**config.mk**
```make
export PLATFORM = sky130hd
export DESIGN_NAME = pipelined_cla_addsub
export DESIGN_NICKNAME = d
export VERILOG_FILES = /design/src/rtl/cla_pkg.sv /design/src/rtl/cla_segment.sv /design/src/rtl/pipelined_cla_addsub.sv
export SDC_FILE = /design/constraint.sdc
export NUM_CORES = 1
export LEC_CHECK = 0
export ABC_AREA = 1
export CORE_UTILIZATION = 45
export DETAILED_ROUTE_END_ITERATION = 8
export PLACE_DENSITY = 0.68
export REMOVE_ABC_BUFFERS = 1
export SLEW_MARGIN = 20
export SYNTH_ARGS = -nofsm -noshare
export SYNTH_HDL_FRONTEND = slang
export SYNTH_SLANG_ARGS = --single-unit
```
**constraint.sdc**
```tcl
create_clock -name clk -period 5.45 [get_ports clk]
set_clock_uncertainty 0.15 [all_clocks]
set_input_delay 0.545 -clock clk [delete_from_list [all_inputs] [get_ports clk]]
set_output_delay 0.545 -clock clk [all_outputs]
set_load 0.01 [all_outputs]
```
**src/rtl/cla_pkg.sv**
```systemverilog
// Shared constants, segment-width helper and the stage-register record for the
// pipelined carry-lookahead adder/subtractor.
package cla_pkg;

  localparam int CLA_WIDTH     = 64;
  localparam int CLA_STAGES    = 4;
  // Stage records are sized for the widest supported operand; WIDTH must not exceed this.
  localparam int CLA_MAX_WIDTH = 64;

  function automatic int seg_width(input int width, input int stages);
    return width / stages;
  endfunction

  typedef struct packed {
    logic                     valid;
    logic [CLA_MAX_WIDTH-1:0] a;
    logic [CLA_MAX_WIDTH-1:0] b;
    logic                     sub;
    logic                     carry;
    logic [CLA_MAX_WIDTH-1:0] psum;
  } cla_stage_t;

endpackage

```
**src/rtl/cla_segment.sv**
```systemverilog
// Combinational SEG-bit carry-lookahead adder; also exposes the carry into its MSB
// so the top segment can derive signed overflow.
module cla_segment #(
  parameter int SEG = 16
) (
  input  logic [SEG-1:0] a,
  input  logic [SEG-1:0] b,
  input  logic           cin,
  output logic [SEG-1:0] sum,
  output logic           cout,
  output logic           cmsb
);

  logic [SEG-1:0] g;
  logic [SEG-1:0] p;
  logic [SEG:0]   c;

  assign g = a & b;
  assign p = a ^ b;

  // Each carry is the flat sum-of-products over all lower generate terms and cin.
  always_comb begin
    logic prop;
    c    = '0;
    prop = 1'b0;
    c[0] = cin;
    for (int i = 0; i < SEG; i++) begin
      c[i+1] = g[i];
      prop   = p[i];
      for (int j = i - 1; j >= 0; j--) begin
        c[i+1] = c[i+1] | (prop & g[j]);
        prop   = prop & p[j];
      end
      c[i+1] = c[i+1] | (prop & cin);
    end
  end

  assign sum  = p ^ c[SEG-1:0];
  assign cout = c[SEG];
  assign cmsb = c[SEG-1];

endmodule

```
**src/rtl/pipelined_cla_addsub.sv**
```systemverilog
// STAGES-deep add/subtract pipeline: one CLA segment per stage, operands delayed and
// partial sums forwarded so every stage register carries one whole transaction.
module pipelined_cla_addsub
  import cla_pkg::*;
#(
  parameter int WIDTH  = CLA_WIDTH,
  parameter int STAGES = CLA_STAGES
) (
  input  logic             clk,
  input  logic             rst_n,
  input  logic             in_valid,
  output logic             in_ready,
  input  logic [WIDTH-1:0] a,
  input  logic [WIDTH-1:0] b,
  input  logic             cin,
  input  logic             sub,
  output logic             out_valid,
  input  logic             out_ready,
  output logic [WIDTH-1:0] result,
  output logic             cout,
  output logic             overflow,
  output logic             zero
);

  localparam int SEG = seg_width(WIDTH, STAGES);

  cla_stage_t       st_q [STAGES];
  cla_stage_t       st_d [STAGES];
  logic [SEG-1:0]   seg_sum  [STAGES];
  logic             seg_cout [STAGES];
  logic             seg_cmsb [STAGES];

  logic             out_valid_q, out_valid_d;
  logic [WIDTH-1:0] result_q, result_d;
  logic             cout_q, cout_d;
  logic             ovf_q, ovf_d;
  logic             zero_q, zero_d;
  logic             advance;

  assign advance  = !out_valid_q || out_ready;
  assign in_ready = advance;

  generate
    for (genvar gi = 0; gi < STAGES; gi++) begin : g_seg
      logic [SEG-1:0] b_seg;
      assign b_seg = st_q[gi].sub ? ~st_q[gi].b[gi*SEG +: SEG] : st_q[gi].b[gi*SEG +: SEG];
      cla_segment #(.SEG(SEG)) u_seg (
        .a    (st_q[gi].a[gi*SEG +: SEG]),
        .b    (b_seg),
        .cin  (st_q[gi].carry),
        .sum  (seg_sum[gi]),
        .cout (seg_cout[gi]),
        .cmsb (seg_cmsb[gi])
      );
    end
  endgenerate

  // Stage 0 only captures operands; stage k+1 receives stage k's segment result.
  always_comb begin
    st_d[0]                  = '0;
    st_d[0].valid            = in_valid;
    st_d[0].a[WIDTH-1:0]     = a;
    st_d[0].b[WIDTH-1:0]     = b;
    st_d[0].sub              = sub;
    st_d[0].carry            = sub ? 1'b1 : cin;
    for (int k = 1; k < STAGES; k++) begin
      st_d[k]                        = st_q[k-1];
      st_d[k].carry                  = seg_cout[k-1];
      st_d[k].psum[(k-1)*SEG +: SEG] = seg_sum[k-1];
    end
  end

  always_comb begin
    out_valid_d                 = st_q[STAGES-1].valid;
    result_d                    = st_q[STAGES-1].psum[WIDTH-1:0];
    result_d[WIDTH-SEG +: SEG]  = seg_sum[STAGES-1];
    cout_d                      = seg_cout[STAGES-1];
    ovf_d                       = seg_cmsb[STAGES-1] ^ seg_cout[STAGES-1];
    zero_d                      = (result_d == '0);
    if (!out_valid_d) begin
      result_d = '0;
      cout_d   = 1'b0;
      ovf_d    = 1'b0;
      zero_d   = 1'b0;
    end
  end

  always_ff @(posedge clk or negedge rst_n) begin
    if (!rst_n) begin
      for (int k = 0; k < STAGES; k++) st_q[k] <= '0;
      out_valid_q <= 1'b0;
      result_q    <= '0;
      cout_q      <= 1'b0;
      ovf_q       <= 1'b0;
      zero_q      <= 1'b0;
    end else if (advance) begin
      for (int k = 0; k < STAGES; k++) st_q[k] <= st_d[k];
      out_valid_q <= out_valid_d;
      result_q    <= result_d;
      cout_q      <= cout_d;
      ovf_q       <= ovf_d;
      zero_q      <= zero_d;
    end
  end

  assign out_valid = out_valid_q;
  assign result    = result_q;
  assign cout      = cout_q;
  assign overflow  = ovf_q;
  assign zero      = zero_q;

endmodule

```
==> results of run 1 <==
-- per-layer routing --
layer,up-vias,global-route usage [%],share of wire (%)
met5,-,0,0
met4,0,5.486,2.2
met3,69,2.848,3.7
met2,272,32.46,47
met1,7897,27.17,47
li1,8503,-,-
-- kinds of logic (layout without fill, tap and decap cells) --
family	after synthesis	in the layout	synth area share, %
AOI/OAI and AO/OA	421	421	9.902
xor gates and xnor gates	89	89	3.493
adders and majority gates	70	70	4.059
buffers and inverters	364	552	6.184
DFF	496	496	55.62
and+or+nand+nor	1165	1165	20.74
-- cell type report --
cell class / count / area (µm²)
clock buffer: 76 / 1421
clock inverter: 15 / 182.7
fill: 4522 / 22440
inverter: 245 / 927.1
multi-input combinational: 1745 / 8539
sequential: 496 / 12410
tap: 664 / 830.8
timing repair buffer: 216 / 2197
-- stage by stage --
step	std cells	util (%)
2_1_floorplan	2486	-
3_3_place_gp	3365	50.86
3_5_place_dp	3365	50.86
4_1_cts	3457	54.16
5_1_grt	3457	54.16
6_report	3457	54.16
-- power breakdown --
group / switching, mW / leakage (nW) / internal, mW
registers: 0.931 / 6.09 / 5.25
clock network: 1.46 / 0.782 / 1.95
logic: 4.85 / 6.44 / 3.05
-- placed cells by master (no fill, tap or decap), types with 12 or more instances in the layout --
cell type / instances
xnor2_1: 16
clkbuf_1: 21
nand3_1: 63
o21ai_1: 14
nand2_1: 983
nor2_1: 57
a21oi_1: 49
clkdlybuf4s50_1: 201
o21ai_0: 318
ha_1: 66
clkbuf_16: 52
nand2_2: 12
xor2_1: 73
inv_1: 240
nand4_1: 20
dfrtp_1: 496
-- registers in the layout, indices dropped and copies added, names as in the netlist --
register     cells
cout             1
out_valid        1
out_valid_d      1
overflow         1
result          64
st_d           342
st_q            85
zero             1
-- worst register-to-register path, stage by stage, from the launching register on --
cell	delay, ns
dfrtp_1	0.95
xnor2_1	0.21
fa_1	0.60
nand4_1	0.12
nor2_1	0.24
nand3_1	0.13
nor2_1	0.12
nand2_1	0.12
nor2_1	0.14
nand4_1	0.13
nor2_1	0.11
nand3_1	0.09
nand2_1	0.07
-- worst max path at each step --
stage          startpoint   endpoint  slack, ns  cells after the start
6_report         st_q[65]       zero       2.21                     12
5_1_grt          st_d[65]   st_q[47]       1.86                     13
4_1_cts          st_q[65]       zero       2.13                     12
3_5_place_dp    out_ready       zero       1.66                     13
3_3_place_gp    out_ready       zero       1.69                     13
2_1_floorplan   out_ready  st_q[259]      -5.56                      6
==> out/summary.txt, run 1 <==
Max Clock Freq: 308.7 MHz
largest net degree at the start of global routing: 225
worst hold-check slack: 0.3189 ns
result of the run: finished clean
Yosys warning total: 0
end of the worst hold path: st_d[5]
cell with the biggest individual delay on the critical path: dfrtp_1
worst slack at placement: 1.664 ns
critical path fanouts, max: 17
post-synthesis instance area: 22320 µm²
CTS H-tree lvls: 2
number of synthesized flops with an enable pin: 0
endpoint required time on the critical path: 5.83 ns
final HPWL from detailed placement: 32440 µm
most frequent cells after synthesis: nand2_1, dfrtp_1, o21ai_0
final antenna-violating net count: 0
clock period minus worst slack: 3.240 ns
number of cells produced by synthesis: 2605
most used cell along the critical path: nor2_1
global-route wire length before repair: 81520 µm
average wire per standard cell: 13.98 µm
average instance area after synthesis: 8.566 µm²
number of max-slew violations in the final report: 0
PortBufs: 202
clock sinks: 496
reg-to-reg startpoint: st_q[65]
Vias/cell: 4.843
primary flip-flop cell chosen by synthesis mapping: dfrtp_1
critical path's top delay family: simple AND/OR/NAND/NOR gates
Worst VDD drop: 310.6 µV
number of global-route vias before repair: 16431
share of cells above drive strength 1: 4.082%
detailed router's first-iteration violation count: 1175
kind of critical path: reg -> reg
classification of the worst-slack hold path: reg -> reg
gr usage total: 19.70%
worst reg2reg endpoint: zero
Placer Congestion: 0.8343
io pins: 203
y dimension of the die: 224.7 µm
final routed wirelength across all metal layers: 48320 µm
final design instance area without fill: 26510 µm²
number of rows created at floorplan: 81
worst setup margin: 2.210 ns
leading area contributor after synthesis: dfrtp_1
maximum capacitance violations: 0
number of distinct library cell variants in the gate-level netlist after synthesis: 39
Worst slew margin: 34.72%
slack of the worst reg-to-reg path: 2.21 ns
growth of design area from synthesis to finish: 18.80%
CTS Root Cell: clkbuf_16
Max Buffers Root-to-Sink: 3
initial antenna violation count: 0
total via count in the routed design: 16741
overall die width: 224.7 µm
buffers and inverters on the worst path: 0
clock tree from TritonCTS: done
aggregate negative setup slack: 0 ns
most numerous cell in the Yosys netlist: nand2_1
critical path capture point type: flip-flop
Area after DPL: 24900 µm²
launch instance of the worst min-delay path: st_d[5]
delay of the slowest critical-path stage: 0.95 ns
antenna diode count: 0
flip-flop and latch count after synthesis: 496
portion of the post-synthesis area used by sequential elements: 55.62%
Static Leakage: 13.31 nW
element type at the critical path start: flip-flop
TritonCTS Buffers: 52
DRC errors left: 0
number of buffers added to fix hold violations after cts: 1
RSZ-0062 raised after global routing: no
number of hold violations in the final report: 0
number of nets in the finished design: 2960
initial core utilization: 45.59%
PwrDens: 659.5 nW/µm²
R2R depth: 12
number of cells on the worst hold path: 2
count of cells resized by post-cts repair: 0
asr flop ratio synth: 100.0%
Tightest Pin Transition: 0.9791 ns
count of endpoints failing setup in the final report: 0
total power draw: 17.48 mW
source-to-sink clock delay at the later pin of the worst-skew pair: 0.61 ns
crit-path cells: xnor2_1, fa_1, nand4_1, nor2_1, nand3_1, nor2_1, nand2_1, nor2_1, nand4_1, nor2_1, nand3_1, nand2_1
number of setup buffers added after CTS: 0
top area cells in the synthesized netlist: dfrtp_1, nand2_1, o21ai_0, inv_1, ha_1
Die Footprint: 50480 µm²
Final Cycle Share: 59.45%
Worst-path clk slew: 0.06 ns
arrival time reported for the critical path endpoint: 3.62 ns
number of detailed-route iterations in the first pass: 5
area share of the largest cell type after synthesis: 55.62%
area of the core region: 48950 µm²
overall overflow remaining after global route: 0
Note: power is estimated with default switching activity, not from simulation.
==> run 2, diff against run 1 <==
--- a/config.mk
+++ b/config.mk
@@ -8,7 +8,7 @@
 export ABC_AREA = 1
 export CORE_UTILIZATION = 45
 export DETAILED_ROUTE_END_ITERATION = 8
-export PLACE_DENSITY = 0.68
+export PLACE_DENSITY = 0.7
 export REMOVE_ABC_BUFFERS = 1
 export SLEW_MARGIN = 20
 export SYNTH_ARGS = -nofsm -noshare
==> constraint.sdc (replaced) <==
create_clock -name clk -period 2.8 [get_ports clk]
set_clock_uncertainty 0.15 [all_clocks]
set_input_delay 0.28 -clock clk [delete_from_list [all_inputs] [get_ports clk]]
set_output_delay 0.28 -clock clk [all_outputs]
set_load 0.01 [all_outputs]
==> out/summary.txt, run 2 (same netlist as run 1, synthesis figures left out) <==
final antenna-violating net count: 0
number of hold violations in the final report: 0
initial core utilization: 45.59%
clock sinks: 496
number of global-route vias before repair: 17081
number of flip-flops under the largest register name: 342
number of nets in the finished design: 2976
CP Launch Point: st_q[65]
number of max-slew violations in the final report: 0
Placer Congestion: 0.8582
endpoint required time on the critical path: 3.12 ns
arrival time reported for the critical path endpoint: 2.97 ns
CTS Root Cell: clkbuf_16
cell with the biggest individual delay on the critical path: a21oi_1
launch instance of the worst min-delay path: b[14]
area of the core region: 48950 µm²
PwrDens: 1290 nW/µm²
worst hold-check slack: 0.06555 ns
initial antenna violation count: 0
Worst-path clk slew: 0.06 ns
final HPWL from detailed placement: 33560 µm
Tightest Pin Transition: 0.6858 ns
element type at the critical path start: flip-flop
source-to-sink clock delay at the later pin of the worst-skew pair: 0.60 ns
average wire per standard cell: 14.14 µm
most common cell after layout, fill and taps aside: nand2_1
Max Buffers Root-to-Sink: 3
io pins: 203
clock period minus worst slack: 2.657 ns
critical path capture point type: flip-flop
number of cells on the worst hold path: 3
share of cells above drive strength 1: 5.332%
slack of the worst reg-to-reg path: 0.14 ns
Die Footprint: 50480 µm²
CTS H-tree lvls: 2
Max Clock Freq: 376.3 MHz
growth of design area from synthesis to finish: 20.62%
number of rows created at floorplan: 81
overall die width: 224.7 µm
global-route wire length before repair: 84030 µm
classification of the worst-slack hold path: in -> reg
worst slack at placement: 0.1084 ns
PortBufs: 202
aggregate negative setup slack: 0 ns
kind of critical path: reg -> reg
detailed router's first-iteration violation count: 1114
critical path fanouts, max: 7
clock tree from TritonCTS: done
crit-path cells: buf_4, xnor2_1, inv_1, ha_1, nand3_1, nand3_1, nand2_1, nand2_4, nand2_1, nand3_1, a21oi_1, nor3_1, nand3b_1
Worst VDD drop: 525.0 µV
commonest cells after routing, fill and taps aside: nand2_1, dfrtp_1, o21ai_0
largest net degree at the start of global routing: 125
gr usage total: 20.21%
antenna diode count: 0
Static Leakage: 13.54 nW
Vias/cell: 4.900
delay of the slowest critical-path stage: 0.39 ns
R2R depth: 13
end of the worst hold path: st_d[470]
y dimension of the die: 224.7 µm
final routed wirelength across all metal layers: 49170 µm
reg-to-reg startpoint: st_q[65]
total via count in the routed design: 17037
Worst slew margin: 54.28%
result of the run: finished clean
number of detailed-route iterations in the first pass: 7
overall overflow remaining after global route: 0
most used cell along the critical path: nand3_1
worst setup margin: 0.1428 ns
worst reg2reg endpoint: overflow
count of endpoints failing setup in the final report: 0
TritonCTS Buffers: 52
maximum capacitance violations: 0
Final Cycle Share: 94.90%
DRC errors left: 0
RSZ-0062 raised after global routing: no
[run 2: routing by layer]
metal | wire, µm | vias up | GRT usage (%) | share of wire [%]
met4 | 1051 | 0 | 5.925 | 2.1
met1 | 22960 | 8093 | 27.72 | 47
met3 | 2064 | 74 | 2.978 | 4.2
met5 | 0 | - | 0 | 0
met2 | 23090 | 331 | 33.27 | 47
li1 | - | 8539 | - | -
[run 2: worst max-delay path by stage]
stage                endpoint  slack, ns  depth (start not counted)
finish               overflow       0.14                         13
global route             zero       0.02                         13
CTS                      zero       0.09                         13
detailed placement       zero       0.11                         13
global placement         zero       0.16                         13
floorplan           st_q[259]      -8.02                          5
[run 2: worst max-delay path: cells and delay by family, from the launching register on]
| kind | cells | cell delay, ns |
|---|---|---|
| AND/OR/NAND/NOR | 8 | 0.86 |
| AO/OA/AOI/OAI | 1 | 0.39 |
| flip-flops | 1 | 0.38 |
| adder cells (fa/ha/maj) | 1 | 0.27 |
| buffers and inverters | 2 | 0.25 |
| XOR/XNOR | 1 | 0.24 |
[run 2: final cells by class]
cell class / count / area (µm²)
clock buffer: 76 / 1563
clock inverter: 19 / 188.9
fill: 4485 / 22030
inverter: 245 / 927.1
multi-input combinational: 1745 / 8552
sequential: 496 / 12410
tap: 664 / 830.8
timing repair buffer: 232 / 2442
[run 2: power by group]
group | leakage (nW) | internal (mW) | switching, mW
Clock | 0.878 | 4.14 | 2.85
Combinational | 6.57 | 6.10 | 9.74
Sequential | 6.09 | 10.2 | 1.67
Total | 13.5 | 20.5 | 14.3
[run 2: stage by stage]
step | std cells | total power [mW] | utilization [%] | area (µm²)
finish | 3477 | 34.73 | 54.99 | 26920
global route | 3477 | 37.92 | 54.99 | 26920
CTS | 3477 | 35.03 | 54.96 | 26900
detailed placement | 3381 | 27.83 | 51.36 | 25140
global placement | 3381 | 27.42 | 51.36 | 25140
floorplan | 2486 | 23.17 | - | 21850
[run 2: timing repair]
item | 4_1_cts | 5_1_grt
endpoints found under the setup margin | 0 | 1
resized for setup | 0 | 3
hold buffers | 1 | 0
endpoints found under the hold margin | 437 | 0
buffers inserted | 0 | 0
==> run 3, diff against run 2 <==
--- a/config.mk
+++ b/config.mk
@@ -9,6 +9,7 @@
 export CORE_UTILIZATION = 45
 export DETAILED_ROUTE_END_ITERATION = 8
 export PLACE_DENSITY = 0.7
+export RECOVER_POWER = 100
 export REMOVE_ABC_BUFFERS = 1
 export SLEW_MARGIN = 20
 export SYNTH_ARGS = -nofsm -noshare
==> out/summary.txt, run 3 (same netlist as run 1, synthesis figures left out) <==
result of the run: finished with violations
failing checks: capacitance limit, slew limit
number of detailed-route iterations in the first pass: 5
final HPWL from detailed placement: 33560 µm
arrival time reported for the critical path endpoint: 2.97 ns
launch instance of the worst min-delay path: b[14]
switching power: 14.20 mW
Die Footprint: 50480 µm²
DRC errors left: 0
growth of design area from synthesis to finish: 19.99%
antenna diode count: 0
commonest cells after routing, fill and taps aside: nand2_1, dfrtp_1, o21ai_0
final routed wirelength across all metal layers: 49000 µm
CTS Root Cell: clkbuf_16
part of the power in the clock network: 20.3%
number of nets in the finished design: 2976
critical path capture point type: flip-flop
Max Buffers Root-to-Sink: 3
Vias/cell: 4.879
io pins: 203
proportion of power drawn by combinational gates: 45.2%
total power draw: 34.46 mW
final antenna-violating net count: 0
end of the worst hold path: st_d[470]
worst hold-check slack: 0.06452 ns
worst setup margin: 0.1496 ns
number of cells on the worst hold path: 3
global-route wire length before repair: 84030 µm
clock sinks: 496
post-route core utilization: 54.70%
sequential power share: 34.5%
element type at the critical path start: flip-flop
Max Clock Freq: 377.3 MHz
worst slack at placement: 0.1084 ns
detailed router's first-iteration violation count: 1100
maximum capacitance violations: 2
Worst VDD drop: 516.8 µV
kind of critical path: reg -> reg
CTS H-tree lvls: 2
average wire per standard cell: 14.09 µm
initial core utilization: 45.59%
clock tree from TritonCTS: done
TritonCTS Buffers: 52
share of cells above drive strength 1: 5.155%
Tightest Pin Transition: 1.664 ns
PwrDens: 1287 nW/µm²
number of global-route vias before repair: 17081
Static Leakage: 13.65 nW
largest net degree at the start of global routing: 125
Placer Congestion: 0.8582
RSZ-0062 raised after global routing: no
number of setup buffers added after CTS: 0
clock period minus worst slack: 2.650 ns
worst reg2reg endpoint: overflow
overall die width: 224.7 µm
P_int: 20.26 mW
Worst-path clk slew: 0.06 ns
y dimension of the die: 224.7 µm
area of the core region: 48950 µm²
most common cell after layout, fill and taps aside: nand2_1
source-to-sink clock delay at the later pin of the worst-skew pair: 0.60 ns
critical path fanouts, max: 7
count of endpoints failing setup in the final report: 0
PortBufs: 202
classification of the worst-slack hold path: in -> reg
number of hold violations in the final report: 0
gr usage total: 20.21%
total via count in the routed design: 16966
number of flip-flops under the largest register name: 342
slack of the worst reg-to-reg path: 0.15 ns
number of rows created at floorplan: 81
reg-to-reg startpoint: st_q[65]
initial antenna violation count: 0
fraction of power spent switching nets: 41.20%
number of max-slew violations in the final report: 94
R2R depth: 13
Worst slew margin: -10.94%
endpoint required time on the critical path: 3.12 ns
overall overflow remaining after global route: 0
Final Cycle Share: 94.66%
CP Launch Point: st_q[65]
## run 3: changes by cell type in the layout (fill, tap and decap cells not counted), sizes merged
cell / delta
clkinvlp: +1
buf: -17
dlygate4sd3: +69
clkdlybuf4s50: -69
clkbuf: +17
inv: -1
## run 3: cell type report
type | count | area (µm²)
fill | 4505 | 22170
sequential | 496 | 12410
multi-input combinational | 1745 | 8552
timing repair buffer | 232 | 2310
clock buffer | 76 | 1563
inverter | 245 | 920.9
tap | 664 | 830.8
clock inverter | 19 | 188.9
## run 3: how the worst max path moves through the flow
stage,to,cells past startpoint
3_5_place_dp,zero,13
2_1_floorplan,st_q[259],5
4_1_cts,zero,13
6_report,overflow,13
5_1_grt,st_q[41],3
3_3_place_gp,zero,13
## run 3: metrics by stage
step / setup TNS [ns] / area (µm²) / std cells
2_1_floorplan: -2959.90 / 21850 / 2486
3_3_place_gp: 0 / 25140 / 3381
3_5_place_dp: 0 / 25140 / 3381
4_1_cts: 0 / 26900 / 3477
5_1_grt: 0 / 26780 / 3477
6_report: 0 / 26780 / 3477
## run 3: worst max-delay path, cell delays in order, from the launching register on
cell and delay, ns:
dfrtp_1 0.38, buf_4 0.16, xnor2_1 0.24, inv_1 0.09, ha_1 0.27, nand3_1 0.08, nand3_1 0.12, nand2_1 0.12
nand2_4 0.09, nand2_1 0.07, nand3_1 0.09, a21oi_1 0.38, nor3_1 0.10, nand3b_1 0.18
## run 3: per-layer routing
layer	track usage (%)	share of wire, %	vias to the layer above
met5	0	0	-
met4	5.925	2.1	0
met3	2.978	3.9	74
met2	33.27	47	302
met1	27.72	47	8056
li1	-	-	8534
## run 3: timing repair
item / in CTS / in global routing
endpoints found under the setup margin: 0 / 1
hold endpoints to repair: 437 / 0
resized for setup: 0 / 3
hold buffers: 1 / 0
## run 3: power by group through the flow
stage          logic, mW  clock network, mW  registers, mW
2_1_floorplan       11.4                  0           11.8
5_1_grt             18.0               7.45           12.2
3_3_place_gp        15.5                  0           11.9
4_1_cts             15.9               7.18           11.9
3_5_place_dp        15.8                  0           12.0
6_report            15.6               6.99           11.9
